==> config.mk <==
export PLATFORM = sky130hd
export DESIGN_NAME = cnn_window_gen
export DESIGN_NICKNAME = d
export VERILOG_FILES = /design/src/rtl/cnn_window_gen.sv
export SDC_FILE = /design/constraint.sdc
export NUM_CORES = 2
export LEC_CHECK = 0
export ABC_AREA = 1
export BUFFER_PORTS_ARGS = -buffer_cell sky130_fd_sc_hd__buf_2
export CORE_AREA = 3 3 444 446
export CTS_BUF_LIST = sky130_fd_sc_hd__clkbuf_16
export DETAILED_ROUTE_END_ITERATION = 10
export DIE_AREA = 0 0 447 449
export PLACE_DENSITY_LB_ADDON = 0.25
export SKIP_LAST_GASP = 1
export SYNTH_ARGS = -nofsm -noshare
export SYNTH_HDL_FRONTEND = slang
export SYNTH_SLANG_ARGS = --single-unit
==> constraint.sdc <==
create_clock -name clk -period 52.3 [get_ports clk]
set_clock_uncertainty 0.05 [all_clocks]
set_input_delay 5.23 -clock clk [delete_from_list [all_inputs] [get_ports clk]]
set_output_delay 5.23 -clock clk [all_outputs]
set_load 0.01 [all_outputs]
==> src/rtl/cnn_window_gen.sv <==
// Raster pixel stream to KX x KY sliding windows (stride 1, no padding) across CI channels.
// KY-1 line buffers feed the upper window rows; the newest row comes straight from the input.
module cnn_window_gen #(
  parameter int CI     = 3,
  parameter int KX     = 3,
  parameter int KY     = 3,
  parameter int I_F_BW = 8,
  parameter int IW     = 28,
  parameter int IH     = 28
) (
  input  logic                          clk,
  input  logic                          reset,
  input  logic                          i_soft_reset,
  input  logic                          i_in_valid,
  input  logic [CI*I_F_BW-1:0]          i_in_pixel,
  output logic                          o_ot_valid,
  output logic [CI*KX*KY*I_F_BW-1:0]    o_ot_fmap,
  output logic                          o_frame_done
);

  localparam int PW = CI*I_F_BW;
  localparam int CW = (IW > 1) ? $clog2(IW) : 1;
  localparam int RW = (IH > 1) ? $clog2(IH) : 1;

  logic [CW-1:0] col;
  logic [RW-1:0] row;
  logic [KY-1:0][KX-1:0][PW-1:0] win, win_nxt;
  logic [KY-2:0][IW-1:0][PW-1:0] lb;
  logic [CI*KX*KY*I_F_BW-1:0]    fmap_nxt;
  logic emit, last;

  assign emit = i_in_valid && (row >= RW'(KY-1)) && (col >= CW'(KX-1));
  assign last = (row == RW'(IH-1)) && (col == CW'(IW-1));

  // kx=KX-1 is the newest column; upper rows come from older line buffers
  for (genvar ky = 0; ky < KY; ky++) begin : g_row
    for (genvar kx = 0; kx < KX-1; kx++) begin : g_shift
      assign win_nxt[ky][kx] = win[ky][kx+1];
    end
    if (ky == KY-1) begin : g_new
      assign win_nxt[ky][KX-1] = i_in_pixel;
    end else begin : g_lb
      assign win_nxt[ky][KX-1] = lb[KY-2-ky][col];
    end
  end

  for (genvar ci = 0; ci < CI; ci++) begin : g_ci
    for (genvar ky = 0; ky < KY; ky++) begin : g_ky
      for (genvar kx = 0; kx < KX; kx++) begin : g_kx
        assign fmap_nxt[((ci*KY+ky)*KX+kx)*I_F_BW +: I_F_BW] = win_nxt[ky][kx][ci*I_F_BW +: I_F_BW];
      end
    end
  end

  always_ff @(posedge clk or posedge reset) begin
    if (reset) begin
      col <= '0; row <= '0; win <= '0; lb <= '0;
      o_ot_valid <= 1'b0; o_frame_done <= 1'b0; o_ot_fmap <= '0;
    end else if (i_soft_reset) begin
      col <= '0; row <= '0; win <= '0; lb <= '0;
      o_ot_valid <= 1'b0; o_frame_done <= 1'b0; o_ot_fmap <= '0;
    end else begin
      o_ot_valid   <= emit;
      o_frame_done <= emit && last;
      if (i_in_valid) begin
        win <= win_nxt;
        if (emit) o_ot_fmap <= fmap_nxt;
        // line-buffer cascade: each buffer ages by one row at this column
        lb[0][col] <= i_in_pixel;
        for (int k = 1; k < KY-1; k++) lb[k][col] <= lb[k-1][col];
        if (col == CW'(IW-1)) begin
          col <= '0;
          row <= (row == RW'(IH-1)) ? '0 : row + 1'b1;
        end else begin
          col <= col + 1'b1;
        end
      end
    end
  end

endmodule
# == After elaboration in Yosys (flattened, before gate mapping) ==
# Cells that the tools add are included.
# word_totals
register_bits,1716
inputBits,28
out_inout_bits,218
word_cells,109
# op_classes
addsub,2
magnitude_cmp,4
n_eq_ne,2
muxes,24
reduce_logical,10
# ops
operator,n
1344-bit two-way mux,2
672-bit bitwise mux,2
216-bit two-way mux,5
24-bit binary-select mux with 5-bit select,2
24-bit demux with 5-bit select,1
24-bit two-way mux,3
5-bit two-way mux,7
"5-bit by 1-bit adder with 5-bit output, second input constant",2
"5-bit == test, second input constant",2
"5-bit by 2-bit >= comparator with 1-bit output, second input constant",2
"5-bit by 6-bit less-than comparator with 1-bit output, second input constant",1
2-bit nonzero test,3
"5-bit by 1-bit >= comparator with 1-bit output, second input constant",1
1-bit logical AND,5
2-bit AND reduction,2
1-bit two-way mux,2

# == Depth between registers and ports, before layout ==
# logic_depth
depth_word,7
mapped_depth,15
ltp_nobuf,11

# == Worst setup path before layout ==
# No wires, ideal clock.
# synth_path
path_type,in2reg
startpoint,input i_soft_reset
endpoint,register lb[936] (netlist bit)
setup_time_ns,0.066
arrival_time_ns,6.577
t_required_ns,52.184
slack_ns,45.608
path_stages,8
path_cell_list,buf_2 > nor2_2 > inv_2 > buf_2 > o21ai_1 > clkbuf_1 > nand2_1 > nand2_1
# synth_between
elab_chain_len,1
word_cells_on_any_way,2
# synth_rtl
item,line,rtl
"start, declared",13,"input logic i_soft_reset,"
1344-bit two-way mux / 2-bit nonzero test (equally long branches),-,
"end signal, assigned by index",69,lb[0][col] <= i_in_pixel;
"end, declared",28,logic [KY-2:0][IW-1:0][PW-1:0] lb;
# Several ways; a longest one is shown, not always the timed one.
# A chain may end at the register's enable or synchronous reset.

# == Worst setup path after layout ==
# layout_path
startpoint,input i_in_valid
endpoint,register lb[1230] (netlist bit)
# layout_between
elab_chain_len,1
# layout_rtl
item,line,rtl
"start, declared",14,"input logic i_in_valid,"
2-bit nonzero test (no line),-,
# No other way between the ends.

==> impl_metrics.toml <==
[placed_design]
dp_hpwl_um = 152200
portBuffers = 245
place_ws_ns = 42.18
place.gp.congestion = 0.8456

[detailed_routing]
ant_nets = 0
dr.pass1.iters = 6
via_count = 66310
drt_iter0_markers = 7583
avgViaCountPerCell = 5.647
wl_per_cell_um = 22.52
route.detailed.drc = 0
routed_wl_um = 264400

[setup_path]
rr_startpoint = "col[0]"
start_kind = "input port"
critPathArrivalTime_ns = 9.89
critPathLaunch = "i_in_valid"
crit_type = "input port to flop"
cp-end-kind = "flop"
cp_max_fo = 201
critPathRequiredTime_ns = 53.01

[yosys]
synth_area_per_cell_um2 = 8.312
ys_seq_area_frac = 0.5560
synth_fp_nets = 9325
ys_ff_latch = 1716
ys_types = 34
syn_inst = 9291
synth.cell_area_um2 = 77230
yosysWarnings = 0

[clock_network]
h-tree-depth = 4
cts_sinks = 1716
cts_root_buf = "clkbuf_16"
clock_path_buffers = 3
cts_tree = "built"
cts_resized = 0
cts_buffers = 176
cts_setup_buffers = 0
clk_pin_slew_ns = 0.06
cts.hold.buffers_added = 0
clock_latency_ns = 0.83

[cells_and_area]
final.fill_count = 19010
final_cell_mix = "nand2_1 (2,970), dfrtp_1 (1,714), o21ai_0 (893)"
area.growth.synth_to_final_pct = 9.758
layout_commonest_cell = "nand2_1"
drive_above_1_share = 0.08217
nets = 9114

[floorplan]
start_util = 0.4002
die_y_um = 449
io_pins = 246
coreArea_um2 = 193000
chipWidth_um = 447
dieArea_um2 = 200700
num_rows = 161

[hold_path]
worstHoldStart = "lb[990]"
min-delay-path-class = "flop to flop"

[sta]
rsz0062_at_grt = "false"
fin_crit_sh = 0.1754
clock.fmax_mhz = 109.0
hold_violations = 0
max_slew_margin = 0.1443
setup_ws_ns = 43.13
tightest_slew_ns = 1.282
fin_crit_ns = 9.174
final_max_slew_viol_count = 0
finalSetupTns_ns = 0
finalSetupViolCount = 0

[flow_run]
max_cap_viol_count = 0

[grt]
grt_pass1_wl_um = 404500
antenna_found_initial = 3
grt_max_degree = 202
grt_pass1_vias = 63670
overflow = 0
grt.total_usage = 0.2588

[pwr]
p_leak_nw = 42.15
vdd_drop_max_uv = 35.19
p_per_area_nw_per_um2 = 33.84

[outcome]
status = "complete, no violations"
[synth_stat cells (all sizes together)]
| cell | instances | area (um^2) |
|---|---|---|
| inv | 591 | 2221 |
| o31ai | 1 | 7.510 |
| nor3 | 2 | 10.01 |
| nand3 | 696 | 3551 |
| clkbuf | 450 | 1689 |
| nand2 | 2971 | 11150 |
| dfrtp | 1716 | 42940 |
| ha | 6 | 75.07 |
| o22ai | 512 | 3203 |
| nand4 | 31 | 193.9 |
| xor2 | 3 | 26.28 |
| o211ai | 217 | 1629 |
| a21oi | 158 | 794.5 |
| clkinv | 1 | 3.750 |
| o21ai | 1054 | 5320 |
| nor2 | 505 | 1993 |
| nor4 | 1 | 6.260 |
| buf | 352 | 2198 |
| a22o | 24 | 210.2 |
[area by class of cell]
| type | count | area, um^2 | area share |
|---|---|---|---|
| sequential | 1716 | 42950 | 0.5067 |
| multi-input combinational | 6181 | 28410 | 0.3352 |
| clock buffer | 180 | 4504 | 0.05314 |
| tap | 2526 | 3161 | 0.03729 |
| timing repair buffer | 413 | 2590 | 0.03056 |
| inverter | 592 | 2258 | 0.02664 |
| clock inverter | 131 | 885.9 | 0.01045 |
| antenna | 2 | 5.005 | 0.00005904 |
[worst paths after layout]
kind | end | cells past startpoint | slack (ns)
hold / removal | lb[990] | 2 | 0.42
setup reg to reg | o_ot_fmap[186] | 11 | 47.30
hold reg to reg | lb[990] | 2 | 0.42
min in group asynchronous | lb[606] | 2 | 4.36
max in group asynchronous | lb[361] | 7 | 43.26
setup / recovery | lb[1230] | 10 | 43.13
[registers in the layout, indices dropped and copies added (netlist names)]
register / cells
row: 5
o_frame_done: 1
col: 5
o_ot_fmap: 216
o_ot_valid: 1
lb: 1344
fmap_nxt: 144
[cells by family after synthesis]
| family | after synthesis | synth area share |
|---|---|---|
| buffers and inverters | 1394 | 0.07914 |
| AOI/OAI and AO/OA | 1966 | 0.1446 |
| xor gates and xnor gates | 3 | 0.0003403 |
| DFF | 1716 | 0.5560 |
| and+or+nand+nor | 4206 | 0.2189 |
| adders and majority gates | 6 | 0.0009721 |
[worst max-delay path, cell delays in order]
cell and delay, ns:
buf_2 0.08, buf_4 0.46, inv_1 0.18, nor2_4 0.10
buf_4 0.56, buf_4 0.77, buf_12 0.67, buf_4 1.01
nand3_1 0.19, nand2_1 0.10
[metrics by stage]
stage	cell area [um^2]	hold slack (ns)	util	cells	power [mW]
detailed placement	79370	0.4108	0.4113	11430	1.675
global route	84760	0.4363	0.4392	11740	2.962
floorplan	77230	0.3938	-	9291	1.577
CTS	84760	0.4267	0.4392	11740	2.882
finish	84760	0.4232	0.4392	11740	2.868
global placement	79370	0.4073	0.4113	11430	1.673
[report_power, final]
| part | switching, mW | total [mW] | internal (mW) | leakage, nW |
|---|---|---|---|---|
| Clock | 0.535 | 1.21 | 0.677 | 2.82 |
| Sequential | 0.00744 | 1.35 | 1.34 | 23.9 |
| Combinational | 0.249 | 0.309 | 0.0597 | 15.4 |
| Total | 0.792 | 2.87 | 2.08 | 42.1 |
[metal layers]
metal / vias to the layer above / wire [um] / track usage / share of wire
li1: 29960 / - / - / -
met1: 32980 / 114700 / 0.3680 / 0.43
met2: 2942 / 117200 / 0.3927 / 0.44
met3: 423 / 23790 / 0.05269 / 0.090
met4: 0 / 8748 / 0.08945 / 0.033
met5: - / 0 / 0 / 0
(Power assumes the default switching activity.)
